### src/rtl/ddr_wr_arbiter.sv
// Round-robin arbiter sharing one DDR AXI4 write-side interface among NUM_CH requesters.
// Optional data-phase watchdog: define DDR_WR_ARB_WDOG_EN (otherwise WDOG_ERR_O is tied to 0).
module ddr_wr_arbiter #(
  parameter int NUM_CH         = 4,
  parameter int AXI_DATA_WIDTH = 64,
  parameter int AXI_ADDR_WIDTH = 32,
  parameter int WDOG_CYCLES    = 4096
) (
  input  logic                               SYS_CLK_I,
  input  logic                               RESET_I,
  input  logic [NUM_CH-1:0]                  CH_REQ_I,
  input  logic [NUM_CH*AXI_ADDR_WIDTH-1:0]   CH_START_ADDR_I,
  input  logic [NUM_CH*8-1:0]                CH_BURST_SIZE_I,
  input  logic [NUM_CH*AXI_DATA_WIDTH-1:0]   CH_DATA_I,
  input  logic [NUM_CH-1:0]                  CH_DATA_VALID_I,
  output logic [NUM_CH-1:0]                  CH_ACK_O,
  output logic [NUM_CH-1:0]                  CH_DONE_O,
  output logic [NUM_CH-1:0]                  CH_GRANT_O,
  output logic                               W_REQ_O,
  output logic [AXI_ADDR_WIDTH-1:0]          W_START_ADDR_O,
  output logic [7:0]                         W_BURST_SIZE_O,
  output logic [AXI_DATA_WIDTH-1:0]          W_DATA_O,
  output logic                               W_DATA_VALID_O,
  input  logic                               W_ACK_I,
  input  logic                               W_DONE_I,
  output logic                               WDOG_ERR_O
);

  localparam int PTR_W = $clog2(NUM_CH);

  if (NUM_CH < 2 || NUM_CH > 8 || WDOG_CYCLES < 1) begin : g_param_check
    $error("ddr_wr_arbiter: illegal parameter value");
  end

  typedef enum logic [1:0] {ST_IDLE, ST_REQ, ST_DATA, ST_DONE} state_t;

  state_t                    r_state;
  logic [PTR_W-1:0]          r_ptr;
  logic [PTR_W-1:0]          r_grant_idx;
  logic [NUM_CH-1:0]         r_grant;
  logic [NUM_CH-1:0]         r_ack;
  logic [NUM_CH-1:0]         r_done;
  logic                      r_w_req;
  logic [AXI_ADDR_WIDTH-1:0] r_addr;
  logic [7:0]                r_size;

  logic [AXI_ADDR_WIDTH-1:0] w_ch_addr [NUM_CH];
  logic [7:0]                w_ch_size [NUM_CH];
  logic [AXI_DATA_WIDTH-1:0] w_ch_data [NUM_CH];

  for (genvar k = 0; k < NUM_CH; k++) begin : g_unpack
    assign w_ch_addr[k] = CH_START_ADDR_I[k*AXI_ADDR_WIDTH +: AXI_ADDR_WIDTH];
    assign w_ch_size[k] = CH_BURST_SIZE_I[k*8 +: 8];
    assign w_ch_data[k] = CH_DATA_I[k*AXI_DATA_WIDTH +: AXI_DATA_WIDTH];
  end

  // Search upward from the pointer with an explicit wrap, so NUM_CH need not be a power of 2.
  logic             w_found;
  logic [PTR_W-1:0] w_pick;
  logic [PTR_W:0]   w_cand;

  always_comb begin
    // NOTE: every signal written here gets a default first; a missed path would infer a latch.
    w_found = 1'b0;
    w_pick  = '0;
    w_cand  = '0;
    for (int i = 0; i < NUM_CH; i++) begin
      w_cand = {1'b0, r_ptr} + (PTR_W+1)'(i);
      if (w_cand >= (PTR_W+1)'(NUM_CH)) w_cand = w_cand - (PTR_W+1)'(NUM_CH);
      if (!w_found && CH_REQ_I[w_cand[PTR_W-1:0]]) begin
        w_found = 1'b1;
        w_pick  = w_cand[PTR_W-1:0];
      end
    end
  end

  always_ff @(posedge SYS_CLK_I or posedge RESET_I) begin
    if (RESET_I) begin
      r_state     <= ST_IDLE;
      r_ptr       <= '0;
      r_grant_idx <= '0;
      r_grant     <= '0;
      r_ack       <= '0;
      r_done      <= '0;
      r_w_req     <= 1'b0;
      r_addr      <= '0;
      r_size      <= '0;
    end else begin
      // NOTE: non-blocking throughout so every register samples the pre-edge values.
      r_ack  <= '0;
      r_done <= '0;
      case (r_state)
        ST_IDLE: begin
          if (w_found) begin
            r_grant_idx <= w_pick;
            r_grant     <= NUM_CH'(1) << w_pick;
            r_addr      <= w_ch_addr[w_pick];
            r_size      <= w_ch_size[w_pick];
            r_w_req     <= 1'b1;
            r_state     <= ST_REQ;
          end
        end
        ST_REQ: begin
          if (W_ACK_I) begin
            r_w_req <= 1'b0;
            r_ack   <= r_grant;
            // A response arriving with the accept closes the burst straight away.
            if (W_DONE_I) begin
              r_done  <= r_grant;
              r_state <= ST_DONE;
            end else begin
              r_state <= ST_DATA;
            end
          end
        end
        ST_DATA: begin
          if (W_DONE_I) begin
            r_done  <= r_grant;
            r_state <= ST_DONE;
          end
        end
        ST_DONE: begin
          r_grant <= '0;
          r_ptr   <= (r_grant_idx == PTR_W'(NUM_CH-1)) ? '0 : r_grant_idx + 1'b1;
          r_state <= ST_IDLE;
        end
        default: r_state <= ST_IDLE;
      endcase
    end
  end

  assign CH_ACK_O       = r_ack;
  assign CH_DONE_O      = r_done;
  assign CH_GRANT_O     = r_grant;
  assign W_REQ_O        = r_w_req;
  assign W_START_ADDR_O = r_addr;
  assign W_BURST_SIZE_O = r_size;
  assign W_DATA_O       = (r_state == ST_DATA) ? w_ch_data[r_grant_idx] : '0;
  assign W_DATA_VALID_O = (r_state == ST_DATA) && CH_DATA_VALID_I[r_grant_idx];

`ifdef DDR_WR_ARB_WDOG_EN
  localparam int WD_W = $clog2(WDOG_CYCLES + 1);

  logic [WD_W-1:0] r_wdog_cnt;
  logic            r_wdog_err;

  // Counter saturates at WDOG_CYCLES; the flag stays set until reset.
  always_ff @(posedge SYS_CLK_I or posedge RESET_I) begin
    if (RESET_I) begin
      r_wdog_cnt <= '0;
      r_wdog_err <= 1'b0;
    end else if (r_state == ST_IDLE && w_found) begin
      r_wdog_cnt <= '0;
    end else if ((r_state == ST_REQ || r_state == ST_DATA) &&
                 r_wdog_cnt != WD_W'(WDOG_CYCLES)) begin
      r_wdog_cnt <= r_wdog_cnt + 1'b1;
      if (r_wdog_cnt == WD_W'(WDOG_CYCLES - 1)) r_wdog_err <= 1'b1;
    end
  end

  assign WDOG_ERR_O = r_wdog_err;
`else
  assign WDOG_ERR_O = 1'b0;
`endif

endmodule

### config.mk
export PLATFORM = sky130hd
export DESIGN_NAME = ddr_wr_arbiter
export DESIGN_NICKNAME = d
export VERILOG_FILES = /design/src/rtl/ddr_wr_arbiter.sv
export SDC_FILE = /design/constraint.sdc
export NUM_CORES = 1
export LEC_CHECK = 0
export CAP_MARGIN = 20
export CORE_AREA = 2 2 215 217
export DETAILED_ROUTE_END_ITERATION = 12
export DIE_AREA = 0 0 217 219
export PLACE_DENSITY = 0.5
export SLEW_MARGIN = 20
export SYNTH_ARGS = -nofsm -noshare
export SYNTH_HDL_FRONTEND = slang
export SYNTH_SLANG_ARGS = --single-unit
### constraint.sdc
create_clock -name SYS_CLK_I -period 4.51 [get_ports SYS_CLK_I]
set_input_delay 0.902 -clock SYS_CLK_I [delete_from_list [all_inputs] [get_ports SYS_CLK_I]]
set_output_delay 0.902 -clock SYS_CLK_I [all_outputs]
set_load 0.05 [all_outputs]
==> flow_metrics.tcl, run 1 <==
set metrics [dict create \
    cell_internal_pwr_uw 3300 \
    wirelength_um 41100 \
    synthArstFlopShare_pct 100 \
    cts_resized 0 \
    n_fill_cell 4844 \
    cts_tree "done" \
    r2r_cells 6 \
    final_nets 1482 \
    wl_per_cell_um 24.7 \
    fin_skew_ns 0.00727 \
    track_usage_pct 16.4 \
    cts.sinks 59 \
    worst_pin_slew_ns 0.863 \
    critPathMaxStageDelay_ns 0.83 \
    final_hold_viol_count 0 \
    coreArea_um2 45100 \
    synth_area_per_cell_um2 10.7 \
    grt_pass1_vias 7260 \
    yosysUniqueCellTypes 38 \
    path_cells "inv_1, ha_2, buf_4, and2_1, clkdlybuf4s50_1" \
    synth_ff_type "dfrtp_1" \
    combPwrFrac_pct 73.0 \
    grt_max_degree 62 \
    reg2reg_slack_ns 1.89 \
    syn_area_um2 5720 \
    die_h_um 219 \
    final_cells 1660 \
    fp.dieArea_um2 47500 \
    pwr-share-clk_pct 11.2 \
    antenna_found_initial 17 \
    holdCritPathClass "reg -> reg" \
    ys_seq_area_share_pct 25.8 \
    arrival_ns 3.07 \
    tns_ns 0 \
    clk_latency_ns 0.34 \
    relSlewSlack_pct 42.4 \
    numCtsBuffers 9 \
    cp-start-kind "flop" \
    post_cts_buffers 0 \
    crit-reg2reg-launch "r_state[0]" \
    drc_errors 0 \
    timing.fmax_mhz 252 \
    start_util_pct 12.7 \
    seqCellArea_um2 1480 \
    p_sw_share_pct 51.5 \
    path_buf_inv 3 \
    maxCapViolCount 0 \
    hp-start "W_REQ_O" \
    critPathKind "reg -> out" \
    timing.rr.end "W_START_ADDR_O[11]" \
    drive_gt1_share_pct 12.5 \
    drv_slew 0 \
    min_period_over_period_pct 88.1 \
    first_pass_iters 6 \
    rows 78 \
    viasPerCell 4.24 \
    synthCells 533 \
    multiInputGateArea_um2 3890 \
    postCtsHoldBufs 0 \
    grt_first_pass_wirelength_um 54900 \
    syn-num-nets 967 \
    p_per_area_nw_per_um2 562 \
    dp.cells 1637 \
    clk_pin_slew_ns 0.06 \
    ir_drop_mv 0.259 \
    antenna_left 0 \
    first_iter_violations 441 \
    place_congestion 0.902 \
    synth_edf_count 0 \
    hold_path_end "W_REQ_O" \
    overflow 0 \
    period_needed_ns 3.97 \
    io_pins 547 \
    crit_fanout 35 \
    status "complete, no violations" \
    die_x_um 217 \
    area.growth.synth_to_final_pct 112 \
    rsz0062_at_grt "no" \
    yosysWarnings 0 \
    worstHoldPathCells 1 \
    cts_buffer_depth 2 \
    critPathCaptureType "output pin" \
    dp_hpwl_um 34400 \
    htreeDepth 3 \
    worstPathRequired_ns 3.61 \
    critPathTopFamily "buffers and inverters" \
    vias 7037 \
    p_sw_uw 3510 \
    seq_power_share_pct 15.8 \
    p_leak_uw 0.00445 \
    cpMaxStageDelayCell "clkdlybuf4s50_1" \
    synth_seq_cells 59 \
    finalSetupViolations 0 \
    port_buffers 545 \
    cts-root-buf "clkbuf_16" \
]
-- cell usage in the layout, fill, tap and decap left out, drive strengths merged, types with 17 or more instances in the layout --
| master | Yosys | final |
|---|---|---|
| clkdlybuf4s50 | 0 | 545 |
| and2 | 70 | 70 |
| mux4 | 65 | 65 |
| dfrtp | 59 | 59 |
| o21ai | 54 | 54 |
| nor2 | 45 | 45 |
| o22ai | 42 | 42 |
| mux2i | 41 | 41 |
| a221oi | 41 | 41 |
| buf | 35 | 17 |
-- sequential cells by signal, indices dropped and copies added (netlist names) --
register and count:
r_grant_idx 2, W_REQ_O 1, W_BURST_SIZE_O 8, r_ptr 2
CH_ACK_O 4, W_START_ADDR_O 32, r_state 2, CH_DONE_O 4
CH_GRANT_O 4
-- logic make-up (layout without fill, tap and decap cells) --
logic type	count (synthesis)	in the layout	synth area share (%)
mux	106	106	32.8
buf+inv	66	586	6.57
fa+ha+maj	6	6	1.31
compound gates	150	150	20.0
simple gates	145	145	13.4
other cells	1	8	0.0656
flops	59	59	25.8
-- metrics by stage --
stage	worst slack (ns)	hold slack [ns]	util [%]	cell area (µm²)	total power (µW)
after CTS	0.522	0.533	26.9	12100	6920
final	0.538	0.531	26.9	12100	6820
after floorplan	1.82	0.570	-	5720	4230
after global routing	0.371	0.568	26.9	12100	7180
after global placement	0.627	0.511	26.2	11800	6080
after detailed placement	0.643	0.514	26.2	11800	6100
-- cells in the mapped netlist (all sizes together) (2+ instances only) --
master / instances / area share [%]
a211oi: 2 / 0.35
o21ai: 54 / 4.7
dfrtp: 59 / 26
inv: 8 / 0.53
and3: 5 / 0.55
and2: 70 / 7.7
mux2i: 41 / 7.2
nor2b: 4 / 0.44
o22ai: 42 / 4.8
mux4: 65 / 26
nor2: 45 / 3.0
nand2: 15 / 0.98
clkbuf: 23 / 1.5
a22o: 2 / 0.33
buf: 35 / 4.5
ha: 6 / 1.3
a221oi: 41 / 8.7
a21oi: 4 / 0.35
-- worst reg2reg max path, delay by kind of cell (launching register included) --
| kind | cells | cell delay [ns] |
|---|---|---|
| buf+inv | 2 | 0.79 |
| simple gates | 1 | 0.57 |
| fa+ha+maj | 1 | 0.44 |
| flops | 1 | 0.41 |
| compound gates | 2 | 0.33 |
-- layout make-up --
| class | count | share of cell area (%) |
|---|---|---|
| repair buffers | 562 | 46.5 |
| multi-input cells | 408 | 32.0 |
| flip-flops and latches | 59 | 12.2 |
| well taps | 600 | 6.18 |
| clock buffers | 9 | 1.86 |
| clock inverters | 7 | 0.835 |
| inverters | 8 | 0.247 |
| diodes | 7 | 0.144 |
-- metal layers --
layer / track usage [%] / vias up / part of all wire, %
li1: - / 3121 / -
met2: 30.4 / 409 / 52
met1: 16.9 / 3428 / 35
met5: 0 / - / 0.12
met4: 7.76 / 8 / 3.8
met3: 4.81 / 71 / 8.5
-- power by group through the flow --
stage	Clock, µW	Combinational, µW	Sequential, µW
floorplan	0	2670	1560
global placement	0	5010	1070
detailed placement	0	5010	1080
CTS	800	5040	1080
global route	815	5250	1120
finish	766	4980	1070
-- how the worst max path moves through the flow --
stage,startpoint,end,slack (ns),cells after the start
after detailed placement,CH_DATA_I[156],W_DATA_O[28],0.64,4
after floorplan,r_grant_idx[0],W_DATA_O[55],1.82,5
final,r_state[0],W_DATA_O[59],0.54,5
after global placement,CH_DATA_I[156],W_DATA_O[28],0.63,4
after CTS,r_state[0],W_DATA_O[59],0.52,5
after global routing,r_state[0],W_DATA_O[59],0.37,5
Power figures use the tool's default switching activity.
==> run 2, diff against run 1 <==
GPL_ROUTABILITY_DRIVEN = 0   (was default)
SLEW_MARGIN = default   (was 20)
==> results of run 2 <==
The final DEF is identical to that of run 1; final timing and power are the same.
